File: src/rtl/pipe_issue.sv
// Instruction-issue stage: FIFO-buffered 24-bit words, combinational head decode,
// RAW interlock against the last two issues, registered outputs with NOP bubbles.
module pipe_issue #(
    parameter int         DEPTH    = 4,
    parameter logic [3:0] NOP_REG  = 4'd15,
    parameter logic [7:0] NOP_ADDR = 8'hFF
) (
    input  logic                       clk1,
    input  logic                       rst,
    input  logic                       in_valid,
    input  logic [23:0]                in_instr,
    output logic                       in_ready,
    input  logic                       run,
    output logic [3:0]                 rs1,
    output logic [3:0]                 rs2,
    output logic [3:0]                 rd,
    output logic [3:0]                 func,
    output logic [7:0]                 addr,
    output logic                       issue_valid,
    output logic [$clog2(DEPTH):0]     fifo_level,
    output logic [15:0]                issue_cnt,
    output logic [15:0]                stall_cnt,
    output logic                       err_illegal
);
    localparam int AW = $clog2(DEPTH);
    localparam logic [3:0] NOP_FUNC = 4'd3;

    logic [23:0]   r_mem [DEPTH];
    logic [AW-1:0] r_wptr;
    logic [AW-1:0] r_rptr;
    logic [AW:0]   r_level;

    logic          r_h0_valid;
    logic [3:0]    r_h0_rd;
    logic          r_h1_valid;
    logic [3:0]    r_h1_rd;

    logic [3:0]    r_rs1;
    logic [3:0]    r_rs2;
    logic [3:0]    r_rd;
    logic [3:0]    r_func;
    logic [7:0]    r_addr;
    logic          r_issue_valid;
    logic [15:0]   r_issue_cnt;
    logic [15:0]   r_stall_cnt;
    logic          r_err_illegal;

    logic          w_full;
    logic          w_push;
    logic          w_pop;
    logic          w_issue;
    logic          w_active;
    logic          w_hazard;
    logic          w_illegal;
    logic          w_use1;
    logic          w_use2;
    logic [23:0]   w_head;
    logic [3:0]    w_func;
    logic [3:0]    w_rd;
    logic [3:0]    w_rs1;
    logic [3:0]    w_rs2;
    logic [7:0]    w_addr;
    logic          w_hit1;
    logic          w_hit2;

    assign w_full   = (r_level == (AW+1)'(DEPTH));
    assign w_push   = in_valid && !w_full;
    assign w_head   = r_mem[r_rptr];
    assign w_func   = w_head[23:20];
    assign w_rd     = w_head[19:16];
    assign w_rs1    = w_head[15:12];
    assign w_rs2    = w_head[11:8];
    assign w_addr   = w_head[7:0];

    // Which source fields a func actually reads; illegal funcs read neither.
    always_comb begin
        w_use1 = 1'b0;
        w_use2 = 1'b0;
        case (w_func)
            4'd0, 4'd1, 4'd2, 4'd5, 4'd6, 4'd7: begin
                w_use1 = 1'b1;
                w_use2 = 1'b1;
            end
            4'd3, 4'd8, 4'd10, 4'd11: w_use1 = 1'b1;
            4'd4, 4'd9:               w_use2 = 1'b1;
            default: ;
        endcase
    end

    assign w_illegal = (w_func >= 4'd12);
    assign w_hit1    = (r_h0_valid && w_rs1 == r_h0_rd) || (r_h1_valid && w_rs1 == r_h1_rd);
    assign w_hit2    = (r_h0_valid && w_rs2 == r_h0_rd) || (r_h1_valid && w_rs2 == r_h1_rd);
    assign w_hazard  = (w_use1 && w_hit1) || (w_use2 && w_hit2);
    assign w_active  = run && (r_level != '0);
    assign w_pop     = w_active && !w_hazard;
    assign w_issue   = w_pop && !w_illegal;

    always_ff @(posedge clk1) begin
        if (w_push) begin
            r_mem[r_wptr] <= in_instr;
        end
    end

    always_ff @(posedge clk1) begin
        if (rst) begin
            r_wptr  <= '0;
            r_rptr  <= '0;
            r_level <= '0;
        end else begin
            if (w_push) r_wptr <= r_wptr + 1'b1;
            if (w_pop)  r_rptr <= r_rptr + 1'b1;
            case ({w_push, w_pop})
                2'b10:   r_level <= r_level + 1'b1;
                2'b01:   r_level <= r_level - 1'b1;
                default: r_level <= r_level;
            endcase
        end
    end

    // History shifts every cycle so hazards drain even while issue is frozen.
    always_ff @(posedge clk1) begin
        if (rst) begin
            r_h0_valid <= 1'b0;
            r_h0_rd    <= '0;
            r_h1_valid <= 1'b0;
            r_h1_rd    <= '0;
        end else begin
            r_h1_valid <= r_h0_valid;
            r_h1_rd    <= r_h0_rd;
            r_h0_valid <= w_issue;
            r_h0_rd    <= w_rd;
        end
    end

    always_ff @(posedge clk1) begin
        if (rst) begin
            r_func        <= NOP_FUNC;
            r_rs1         <= NOP_REG;
            r_rs2         <= NOP_REG;
            r_rd          <= NOP_REG;
            r_addr        <= NOP_ADDR;
            r_issue_valid <= 1'b0;
            r_issue_cnt   <= '0;
            r_stall_cnt   <= '0;
            r_err_illegal <= 1'b0;
        end else begin
            if (w_issue) begin
                r_func        <= w_func;
                r_rs1         <= w_rs1;
                r_rs2         <= w_rs2;
                r_rd          <= w_rd;
                r_addr        <= w_addr;
                r_issue_valid <= 1'b1;
                if (r_issue_cnt != 16'hFFFF) r_issue_cnt <= r_issue_cnt + 16'd1;
            end else begin
                r_func        <= NOP_FUNC;
                r_rs1         <= NOP_REG;
                r_rs2         <= NOP_REG;
                r_rd          <= NOP_REG;
                r_addr        <= NOP_ADDR;
                r_issue_valid <= 1'b0;
            end
            if (w_active && w_hazard && r_stall_cnt != 16'hFFFF) begin
                r_stall_cnt <= r_stall_cnt + 16'd1;
            end
            if (w_pop && w_illegal) begin
                r_err_illegal <= 1'b1;
            end
        end
    end

    assign in_ready    = !w_full;
    assign fifo_level  = r_level;
    assign func        = r_func;
    assign rs1         = r_rs1;
    assign rs2         = r_rs2;
    assign rd          = r_rd;
    assign addr        = r_addr;
    assign issue_valid = r_issue_valid;
    assign issue_cnt   = r_issue_cnt;
    assign stall_cnt   = r_stall_cnt;
    assign err_illegal = r_err_illegal;
endmodule

File: config.mk
export PLATFORM = sky130hd
export DESIGN_NAME = pipe_issue
export DESIGN_NICKNAME = d
export VERILOG_FILES = /design/src/rtl/pipe_issue.sv
export SDC_FILE = /design/constraint.sdc
export NUM_CORES = 1
export LEC_CHECK = 0
export BUFFER_PORTS_ARGS = -buffer_cell sky130_fd_sc_hd__buf_4
export CAP_MARGIN = 25
export CORE_ASPECT_RATIO = 1.4
export CORE_MARGIN = 5
export CORE_UTILIZATION = 30
export CTS_CLUSTER_DIAMETER = 200
export CTS_CLUSTER_SIZE = 28
export DETAILED_ROUTE_END_ITERATION = 12
export GPL_TIMING_DRIVEN = 0
export HOLD_SLACK_MARGIN = 0.12
export PLACE_DENSITY_LB_ADDON = 0.25
export SLEW_MARGIN = 30
export SYNTH_ARGS = -nofsm -noshare
export SYNTH_HDL_FRONTEND = slang
export SYNTH_SLANG_ARGS = --single-unit
File: constraint.sdc
create_clock -name clk1 -period 9.3 [get_ports clk1]
set_input_delay 0.93 -clock clk1 [delete_from_list [all_inputs] [get_ports clk1]]
set_output_delay 0.93 -clock clk1 [all_outputs]
set_load 0.005 [all_outputs]
[Word-level counts from Yosys, hierarchy flattened]
Memories as Yosys holds them, arrays and structs flattened. A register that Yosys moved wholly into a read port is not among the register bits.
Index checks and enable logic that the tools add are counted.
Cells by class
  bitwise logic cells: 1
  add/sub/neg operators: 6
  muxes and demuxes: 8
  reduce and logical (&&, ||, !) cells: 26
  magnitude comparators: 1
  equal/unequal tests: 20
Operators by type and width (number)
  16-bit by 1-bit adder with 16-bit output, second input constant: 2
  16-bit inequality test, second input constant: 2
  4-bit by 3-bit equality test with 1-bit output, second input constant: 4
  4-bit equality test: 4
  4-bit equality test, second input constant: 4
  1-bit logical AND: 13
  10-bit OR reduction: 1
  4-bit by 2-bit equality test with 1-bit output, second input constant: 2
  8-bit OR reduction: 1
  3-bit one-hot mux with 2 select lines: 1
  1-bit 2-to-1 mux: 5
  2-bit by 1-bit adder with 2-bit output, second input constant: 2
  4-bit by 1-bit equality test with 1-bit output, second input constant: 1
  4-bit greater-or-equal comparator, second input constant: 1
  4-bit logical NOT: 1
  2-bit 2-to-1 mux: 2
  3-bit by 1-bit adder with 3-bit output, second input constant: 1
  3-bit equality test, second input constant: 1
  1-bit logical NOT: 3
  1-bit logical OR: 3
  3-bit nonzero test: 1
  3-bit by 1-bit subtractor with 3-bit output, second input constant: 1
  2-bit by 1-bit equality test with 1-bit output, second input constant: 1
  2-bit equality test, second input constant: 1
  4 further kinds: 4
Word-level totals
  output and inout port bits: 62
  memories: 1
  memory bits (writable): 96
  flip-flop bits (word level): 75
  logic and storage cells: 79
  input port bits: 28
Memory list
  r_mem: depth 4, width 24, rd ports 1, clocked after Yosys merged registers in 1, wr ports 1, line 28  | logic [23:0] r_mem [DEPTH];

[Logic depth before layout (Yosys ltp)]
Gate-level depths: netlist (run 1).
  depth in word-level cells: 10
  depth in mapped cells: 15
  depth with buffers taken out: 12

[Worst setup path before layout (run 1)]
Ideal clock, no wire load.
  path type: register to register
  start: register (tool-made name)
  end: register r_level[2], in the netlist fifo_level[2]
  setup time: 0.071 ns
  data arrival time: 3.132 ns
  setup slack: 6.097 ns
  cell stages (with the launch flop): 15
  path buffers: 2
  period minus slack after synthesis: 3.203 ns
  path through: dfxtp_1 > buf_6 > buf_6 > mux4_2 > xnor2_1 > o2111ai_1 > a21oi_2 > o21a_4 > a21boi_1 > ha_1 > inv_1 > fa_1 > xor2_1 > or3_1 > a21oi_1
RTL lines
  end signal, assigned: line 113  | 2'b10: r_level <= r_level + 1'b1;
  end signal, assigned: line 114  | 2'b01: r_level <= r_level - 1'b1;
  end signal, assigned: line 115  | default: r_level <= r_level;
  end, declared: line 31  | logic [AW:0] r_level;

==> results of run 1 <==
[final timing paths]
check	to	slack, ns	cells past startpoint
worst min register to register	err_illegal$_SDFFE_PP0P_	0.47	2
worst max register to register	fifo_level[2]$_SDFFE_PP0P_	5.62	14
worst max-delay path	fifo_level[2]$_SDFFE_PP0P_	5.62	14
worst min-delay path	err_illegal$_SDFFE_PP0P_	0.47	2
[per-stage QoR]
| stage | hold slack, ns | area [sq um] | std cells | utilization, % | worst slack, ns |
|---|---|---|---|---|---|
| final | 0.475 | 8660 | 940 | 37.3 | 5.62 |
| after floorplan | 0.461 | 7070 | 514 | - | 6.10 |
| after CTS | 0.479 | 8660 | 940 | 37.3 | 5.54 |
| after global routing | 0.532 | 8660 | 940 | 37.3 | 5.36 |
| after detailed placement | 0.462 | 8120 | 908 | 35.0 | 5.57 |
| after global placement | 0.463 | 8120 | 908 | 35.0 | 5.66 |
[layout by cell type (no fill, tap or decap), types with 10 or more instances in the layout]
master / netlist / routed
dfxtp_1: 76 / 76
nor2_1: 41 / 41
xnor2_1: 13 / 13
nor2b_1: 22 / 22
nand2_1: 19 / 19
clkbuf_16: 0 / 17
buf_4: 3 / 91
a21oi_1: 14 / 14
mux2i_1: 10 / 10
inv_1: 15 / 15
nand2b_1: 22 / 22
mux4_2: 24 / 24
nand3_1: 15 / 15
edfxtp_1: 96 / 96
[flip-flops by register name (all words and copies together) (netlist names), 3 cells and up, named ones only]
| signal | cells |
|---|---|
| addr | 8 |
| fifo_level | 3 |
| func | 4 |
| issue_cnt | 16 |
| r_h0_rd | 4 |
| r_h1_rd | 4 |
| r_mem | 96 |
| rd | 4 |
| rs1 | 4 |
| rs2 | 4 |
| stall_cnt | 16 |
[routing by layer]
metal / up-vias / track usage (%) / routed length [microns]
met4: 0 / 4.92 / 378
met3: 25 / 2.91 / 756
met2: 110 / 22.9 / 8700
met1: 2215 / 14.1 / 6770
li1: 2108 / - / -
met5: - / 0 / 0
[tightest hold or removal path: cells and delay by family, from the launching register on]
family,cells,cell delay [ns]
AND/OR/NAND/NOR,1,0.07
AO/OA/AOI/OAI,1,0.04
flip-flops,1,0.33
[cells by family (layout without fill, tap and decap cells)]
family	after synthesis	count (layout)	share of synthesized area, %
AO/OA/AOI/OAI	48	48	5.01
XOR/XNOR	17	17	2.11
AND/OR/NAND/NOR	178	178	14.1
flip-flops	172	172	62.3
buffers and inverters	39	159	3.11
adder cells (fa/ha/maj)	8	8	1.52
multiplexers	52	52	11.9
[cell type report]
type                            instances  area (sq um)  area share [%]
Timing Repair Buffer                   88           661            7.63
Clock buffer                           18           429            4.95
Inverter                               16          62.6           0.722
Tap cell                              306           383            4.42
Multi-Input combinational cell        303          2450            28.3
Sequential cell                       172          4400            50.8
Buffer                                 23           159            1.83
Clock inverter                         14           111            1.29
[report_power, final]
group / internal, mW / total (mW) / switching [mW] / leakage (nW)
clock: 0.347 / 0.659 / 0.312 / 0.254
sequential: 0.886 / 0.927 / 0.0409 / 1.50
combinational: 0.218 / 0.456 / 0.238 / 1.30
==> results.py, run 1 <==
metrics = {
    "synthesis": {
        "yosys.area.top_type": "edfxtp_1",
        "synth_edf_count": 96,
        "synth_top_area_share_pct": 40.8,
        "ys_ff_latch": 172,
        "synthCells": 514,
        "ys_seq_area_share_pct": 62.3,
        "synth_area_sq_mm": 0.00707,
        "synth_most_common_cell": "edfxtp_1",
        "synth_top_flop_cell": "edfxtp_1",
        "synthArstFlopShare_pct": 0,
        "avgSynthCellArea_sq_um": 13.8,
        "synth_fp_nets": 550,
        "yosys_warnings": 0,
        "ys_types": 61,
        "synthTopCellsByCount": "edfxtp_1, dfxtp_1, nor2_1",
        "synthTopCellsByArea": "edfxtp_1, dfxtp_1, mux4_2, nor2_1, nand2b_1",
    },
    "sta": {
        "tightest_slew_ns": 0.742,
        "tns_ns": 0,
        "setup_viol": 0,
        "slew_headroom_pct": 50.5,
        "fmax_mhz": 272,
        "maxSlewViolCount": 0,
        "fin_worst_skew_ns": 0.00988,
        "period_minus_slack_ns": 3.68,
        "finalHoldViolations": 0,
        "fin_crit_sh_pct": 39.6,
        "grt_setup_unrepaired": "no",
    },
    "die": {
        "dieArea_sq_mm": 0.0268,
        "die_w_microns": 140,
        "start_util_pct": 30.5,
        "core_sq_mm": 0.0232,
        "core.rowCount": 66,
        "io_pins": 90,
        "die_height_microns": 192,
    },
    "global_routing": {
        "antenna_found_initial": 0,
        "grt_max_degree": 25,
        "track_usage_pct": 12.5,
        "grt_pass1_wl_microns": 25800,
        "overflow": 0,
        "grt_pass1_vias": 4781,
    },
    "critical_path": {
        "required_ns": 9.65,
        "path_buf_inv": 3,
        "cpPeakStageDelay_ns": 0.57,
        "crit_fanout": 10,
        "slowest_stage": "mux4_2",
        "endpoint_kind": "flip-flop",
        "crit_top_cell": "buf_6",
        "cp.arrival_ns": 4.03,
        "crit_chain": "buf_6 -> buf_6 -> mux4_2 -> xnor2_1 -> o2111ai_1 -> a21oi_2 -> o21a_4 -> a21boi_1 -> ha_1 -> inv_1 -> fa_1 -> xor2_1 -> or3_1 -> a21oi_1",
        "timing_worst_setup_path_type": "flip-flop to flip-flop",
        "cp-start-kind": "flip-flop",
        "path_delay_family": "compound AO/OA/AOI/OAI gates",
    },
    "route": {
        "avgViaCountPerCell": 4.74,
        "drc": 0,
        "drtIter0Drc": 170,
        "num_vias": 4458,
        "wl_microns": 16600,
        "wl_per_cell_microns": 17.7,
        "dr.pass1.iters": 4,
        "drtAntennaViolNets": 0,
    },
    "min_path": {
        "holdCritPathClass": "flip-flop to flip-flop",
        "hold_start": "err_illegal$_SDFFE_PP0P_",
    },
    "place": {
        "portBuffers": 88,
        "dp_hpwl_microns": 11400,
        "globalplace.congestion": 0.779,
    },
    "power_and_ir_drop": {
        "ir_drop_mv": 0.134,
        "leakage_nw": 3.05,
        "totalPowerFinal_mw": 2.04,
        "p_per_area_mw_per_mm2": 236,
    },
    "clock_network": {
        "root_buffer": "clkbuf_16",
        "cts_buffers": 17,
        "cts_tree": "built",
        "clkTransAtPathRegs_ns": 0.07,
        "clock_path_buffers": 2,
        "post-cts-setup-buffers": 0,
        "clock_sinks": 172,
        "clock_latency_ns": 0.43,
        "cts.htree.levels": 4,
        "cts_resized": 0,
        "hold_buffers": 0,
    },
    "cells_and_area": {
        "fill_cells": 2239,
        "drive_gt1_share_pct": 29.3,
        "area_growth_pct": 22.5,
        "n_antenna_cell": 0,
        "nNetsFinal": 657,
    },
    "outcome": {
        "status": "completed",
    },
    "flow_run": {
        "drv_cap": 0,
    },
}
Note: power is estimated with default switching activity, not from simulation.
==> run 2: changes to the inputs <==
- clock period: 9.3 -> 3.8 ns (I/O delays scaled with it)
==> run 2 against run 1 <==
Clock skew is 0.00057 ns higher. Register-to-register slack lost 5.3 ns. Utilization barely moved. Combinational power rose by 140%. Flip-flop and latch count unchanged. Setup slack worse by 5.3 ns. Via count fell by 0.20%. Sequential power is 140% higher. Clock power grew 140%. Cell count decreased by 0.11%. Critical path depth shrank 1. Largest cell class unchanged.
==> results.py, run 2 (synthesized netlist as in run 1, its figures left out) <==
metrics = {
    "sta": {
        "setup_viol": 0,
        "fin_crit_sh_pct": 92.2,
        "grt_setup_unrepaired": "no",
        "finalHoldViolations": 0,
        "fin_worst_skew_ns": 0.0105,
        "maxSlewViolCount": 0,
        "fmax_mhz": 286,
        "slew_headroom_pct": 50.9,
        "setup_slack_ns": 0.298,
        "whs_ns": 0.146,
        "period_minus_slack_ns": 3.50,
        "tns_ns": 0,
        "tightest_slew_ns": 0.736,
    },
    "min_path": {
        "hold_start": "in_instr[12]",
        "holdCritPathClass": "primary input to flip-flop",
    },
    "critical_path": {
        "cpPeakStageDelay_ns": 0.61,
        "slowest_stage": "mux4_2",
        "endpoint_kind": "flip-flop",
        "path_buf_inv": 2,
        "cp-start-kind": "flip-flop",
        "crit_chain": "buf_6 -> mux4_2 -> xnor2_1 -> o2111ai_1 -> a21oi_2 -> o21a_4 -> a21boi_2 -> ha_1 -> inv_1 -> fa_1 -> xor2_1 -> or3_1 -> a21oi_1",
        "timing_worst_setup_path_type": "flip-flop to flip-flop",
        "path_delay_family": "compound AO/OA/AOI/OAI gates",
        "required_ns": 4.15,
        "crit_fanout": 14,
        "cp.arrival_ns": 3.85,
    },
    "cells_and_area": {
        "drive_gt1_share_pct": 29.4,
        "nNetsFinal": 656,
        "fin_util_pct": 37.3,
        "largest_reg_flops": 96,
        "final_cell_mix": "edfxtp_1, buf_4, dfxtp_1",
        "fill_cells": 2236,
        "regMostFlops": "r_mem",
        "finalInstanceArea_sq_mm": 0.00866,
        "n_antenna_cell": 0,
        "layout_commonest_cell": "edfxtp_1",
        "area_growth_pct": 22.4,
        "finalNonFillerCells": 939,
    },
    "clock_network": {
        "clock_sinks": 172,
        "clkTransAtPathRegs_ns": 0.07,
        "cts_tree": "built",
        "clock_latency_ns": 0.43,
        "clock_path_buffers": 2,
        "cts_buffers": 17,
        "root_buffer": "clkbuf_16",
        "post-cts-setup-buffers": 0,
        "cts.htree.levels": 4,
        "hold_buffers": 0,
    },
    "route": {
        "drtAntennaViolNets": 0,
        "num_vias": 4449,
        "drc": 0,
        "wl_per_cell_microns": 17.6,
        "dr.pass1.iters": 4,
        "wl_microns": 16500,
        "drtIter0Drc": 156,
        "avgViaCountPerCell": 4.74,
    },
    "place": {
        "pre_cts_slack_ns": 0.0743,
        "portBuffers": 88,
        "dp_hpwl_microns": 11400,
        "placed_area_sq_mm": 0.00812,
        "globalplace.congestion": 0.779,
        "dp_cells": 908,
    },
    "power_and_ir_drop": {
        "ir_drop_mv": 0.326,
        "totalPowerFinal_mw": 4.99,
        "leakage_nw": 3.05,
        "p_per_area_mw_per_mm2": 576,
    },
    "global_routing": {
        "grt.met1_usage_pct": 14.1,
        "grtUsageMet2_pct": 22.9,
        "grt_pass1_vias": 4781,
        "antenna_found_initial": 0,
        "track_usage_pct": 12.5,
        "grt_max_degree": 25,
        "overflow": 0,
        "grt_pass1_wl_microns": 25800,
        "met3_usage_pct": 2.91,
        "grt.busiest_layer": "met2",
    },
    "die": {
        "dieArea_sq_mm": 0.0268,
        "core_sq_mm": 0.0232,
        "start_util_pct": 30.5,
        "core.rowCount": 66,
        "die_w_microns": 140,
        "die_height_microns": 192,
        "io_pins": 90,
    },
    "flow_run": {
        "drv_cap": 0,
    },
    "outcome": {
        "status": "completed",
    },
}
==> run 2: cell count changes in the layout (fill, tap and decap cells not counted), sizes merged <==
cell,change
buf,-1
==> run 2: final timing paths <==
check                                to  slack, ns  cells past startpoint
max          fifo_level[2]$_SDFFE_PP0P_       0.30                     13
max reg2reg  fifo_level[2]$_SDFFE_PP0P_       0.30                     13
min              r_mem[0][12]$_DFFE_PP_       0.15                      1
min reg2reg    err_illegal$_SDFFE_PP0P_       0.47                      2
==> run 2: worst reg2reg max path, delay by kind of cell, from the launching register on <==
family | cells | cell delay [ns]
muxes | 1 | 0.63
and+or+nand+nor | 1 | 0.30
xor gates and xnor gates | 2 | 0.32
DFF | 1 | 0.34
buffers and inverters | 2 | 0.29
AOI/OAI and AO/OA | 5 | 0.94
adders and majority gates | 2 | 0.59
==> run 2: report_power, final <==
| group | total [mW] | leakage, nW | switching, mW | internal, mW |
|---|---|---|---|---|
| clock | 1.61 | 0.254 | 0.765 | 0.849 |
| sequential | 2.27 | 1.50 | 0.100 | 2.17 |
| combinational | 1.11 | 1.29 | 0.579 | 0.527 |
==> run 2: layout make-up <==
cell class,instances,area [sq um],share of cell area (%)
inverter,16,62.6,0.723
clock inverter,14,111,1.29
multi-input combinational,303,2460,28.4
sequential,172,4400,50.9
buffer,22,148,1.71
timing repair buffer,88,661,7.63
clock buffer,18,429,4.96
tap,306,383,4.42
==> run 2: timing repair <==
| item | 4_1_cts | 5_1_grt |
|---|---|---|
| setup endpoints to repair | 0 | 1 |
| hold endpoints to repair | 0 | 0 |
| resized for setup | 0 | 1 |
==> run 2: per-layer routing <==
| metal | vias to the layer above | wire, microns |
|---|---|---|
| li1 | 2108 | - |
| met1 | 2220 | 6790 |
| met2 | 98 | 8660 |
| met3 | 23 | 727 |
| met4 | 0 | 342 |
| met5 | - | 0 |
==> run 3: changes to the inputs <==
- CORE_UTILIZATION: 30 -> 56
- GPL_ROUTABILITY_DRIVEN: unset -> 0
==> run 3 against run 2 <==
Non-clock buffer count grew 1. Critical endpoint unchanged. First-iteration DRC count grew 38%. Cell area shrank 1.7%. Fmax shrank 1.4%. Utilization grew 31 points. Sequential share of layout area grew 0.89 points. Flip-flop and latch count is the same. Cell count shrank 17%. Count of clock-buffer cells in the layout shrank 1.
==> results.py, run 3 (synthesized netlist as in run 1, its figures left out) <==
metrics = {
    "route": {
        "avgViaCountPerCell": 5.65,
        "drc": 0,
        "num_vias": 4430,
        "drtIter0Drc": 215,
        "dr.pass1.iters": 4,
        "wl_met1_microns": 5720,
        "wl_met3_microns": 784,
        "wl_per_cell_microns": 18.5,
        "drtAntennaViolNets": 0,
        "top_layer": "met4",
        "wl_microns": 14500,
        "wl_met2_microns": 7760,
    },
    "clock_network": {
        "clkTransAtPathRegs_ns": 0.07,
        "root_buffer": "clkbuf_16",
        "clock_latency_ns": 0.42,
        "clock_path_buffers": 2,
        "clock_sinks": 172,
        "cts.htree.levels": 4,
        "post-cts-setup-buffers": 0,
        "cts_tree": "built",
        "cts_buffers": 17,
    },
    "sta": {
        "setup_viol": 0,
        "setup_slack_ns": 0.250,
        "fin_worst_skew_ns": 0.00816,
        "finalHoldViolations": 0,
        "tightest_slew_ns": 0.835,
        "fin_crit_sh_pct": 93.4,
        "tns_ns": 0,
        "grt_setup_unrepaired": "no",
        "maxSlewViolCount": 0,
        "slew_headroom_pct": 44.3,
        "fmax_mhz": 282,
        "period_minus_slack_ns": 3.55,
    },
    "min_path": {
        "whs_endpoint": "r_mem[3][0]$_DFFE_PP_",
        "hold_start": "in_instr[0]",
        "hold_depth": 1,
        "holdCritPathClass": "primary input to flip-flop",
    },
    "cells_and_area": {
        "regMostFlops": "r_mem",
        "largest_reg_flops": 96,
        "final_cell_mix": "edfxtp_1, buf_4, dfxtp_1",
        "area_growth_pct": 20.3,
        "drive_gt1_share_pct": 29.3,
        "n_antenna_cell": 0,
        "nNetsFinal": 657,
        "layout_commonest_cell": "edfxtp_1",
        "finalInstanceArea_sq_mm": 0.00851,
        "fill_cells": 880,
        "finalNonFillerCells": 784,
    },
    "die": {
        "dieArea_sq_mm": 0.0150,
        "core_sq_mm": 0.0124,
        "die_w_microns": 105,
        "io_pins": 90,
        "die_height_microns": 143,
        "core.rowCount": 48,
        "start_util_pct": 57.2,
    },
    "critical_path": {
        "reg2reg_slack_ns": 0.25,
        "slowest_stage": "mux4_2",
        "crit_top_cell": "buf_6",
        "cp.arrival_ns": 3.90,
        "path_delay_family": "compound AO/OA/AOI/OAI gates",
        "crit_fanout": 10,
        "timing_worst_setup_path_type": "flip-flop to flip-flop",
        "crit_chain": "buf_6 -> buf_6 -> mux4_2 -> xnor2_1 -> o2111ai_1 -> a21oi_2 -> o21a_4 -> a21boi_2 -> ha_1 -> inv_1 -> fa_1 -> xor2_1 -> or3_1 -> a21oi_1",
        "reg2reg_depth": 14,
        "r2r_end": "fifo_level[2]$_SDFFE_PP0P_",
        "endpoint_kind": "flip-flop",
        "cpPeakStageDelay_ns": 0.57,
        "cp-start-kind": "flip-flop",
        "required_ns": 4.15,
        "path_buf_inv": 3,
    },
    "global_routing": {
        "grt_pass1_vias": 4672,
        "overflow": 0,
        "track_usage_pct": 20.1,
        "antenna_found_initial": 0,
        "grt_pass1_wl_microns": 23600,
        "grt_max_degree": 25,
    },
    "place": {
        "dp_cells": 752,
        "dp_hpwl_microns": 10000,
        "portBuffers": 88,
        "pre_cts_slack_ns": 0.131,
        "placed_area_sq_mm": 0.00793,
    },
    "flow_run": {
        "drv_cap": 0,
    },
    "power_and_ir_drop": {
        "swShare_pct": 28.7,
        "p_seq_share_pct": 45.2,
        "p_int_mw": 3.58,
        "power.clock.fraction_pct": 32.9,
        "p_switching_mw": 1.44,
        "p_comb_share_pct": 21.9,
        "p_per_area_mw_per_mm2": 590,
        "ir_drop_mv": 0.358,
        "leakage_nw": 3.07,
    },
    "outcome": {
        "status": "completed",
    },
}
run 3: cell types whose count changed in the layout (fill, tap and decap cells not counted), sizes merged:
cell      previous run  this run
clkinv               3         6
clkinvlp             5         2
buf                101       103
clkbuf              27        25
inv                 22        23
run 3: metal layers:
| layer | GRT usage [%] | vias up |
|---|---|---|
| met4 | 6.73 | 0 |
| met5 | 0 | - |
| met2 | 36.5 | 127 |
| met1 | 23.2 | 2167 |
| li1 | - | 2114 |
| met3 | 5.07 | 22 |
run 3: repair_timing:
item | CTS | global route
resized for setup | 0 | 1
setup endpoints to repair | 0 | 1
hold buffers | 0 | 0
run 3: cell type report:
cell class	instances	area, sq um	share of cell area, %
Buffer	23	158	1.85
Timing Repair Buffer	88	661	7.77
Clock buffer	17	425	5.00
Multi-Input combinational cell	303	2460	28.9
Clock inverter	15	151	1.78
Sequential cell	172	4400	51.8
Tap cell	150	188	2.21
Inverter	16	62.6	0.735
run 3: worst reg2reg max path, delay by kind of cell (launching register included):
family,cells,cell delay (ns)
AND/OR/NAND/NOR,1,0.31
XOR/XNOR,2,0.31
adder cells (fa/ha/maj),2,0.61
flip-flops,1,0.33
buffers and inverters,3,0.41
AO/OA/AOI/OAI,5,0.94
multiplexers,1,0.57
run 3: worst max-delay path by stage:
| stage | start | end | slack, ns | cells past startpoint |
|---|---|---|---|---|
| floorplan | flip-flop | fifo_level[2]$_SDFFE_PP0P_ | 0.60 | 14 |
| global placement | flip-flop | fifo_level[2]$_SDFFE_PP0P_ | 0.23 | 14 |
| detailed placement | flip-flop | fifo_level[2]$_SDFFE_PP0P_ | 0.13 | 14 |
| CTS | flip-flop | fifo_level[2]$_SDFFE_PP0P_ | 0.08 | 14 |
| global route | flip-flop | fifo_level[2]$_SDFFE_PP0P_ | 0.06 | 14 |
| finish | flip-flop | fifo_level[2]$_SDFFE_PP0P_ | 0.25 | 14 |
run 3: per-stage QoR:
step                      util, %  total power [mW]  hold WS, ns
after floorplan                 -              3.06        0.461
after global placement       64.0              3.38        0.464
after detailed placement     64.1              3.41        0.469
after CTS                    68.7              5.06        0.136
after global routing         68.8              5.25        0.136
final                        68.8              5.01        0.153
run 3: power by group through the flow:
stage          registers (mW)  clock network [mW]  logic (mW)
2_1_floorplan            2.29                   0       0.773
3_3_place_gp             2.30                   0        1.08
3_5_place_dp             2.31                   0        1.10
4_1_cts                  2.27                1.68        1.11
5_1_grt                  2.29                1.77        1.19
6_report                 2.27                1.65        1.10
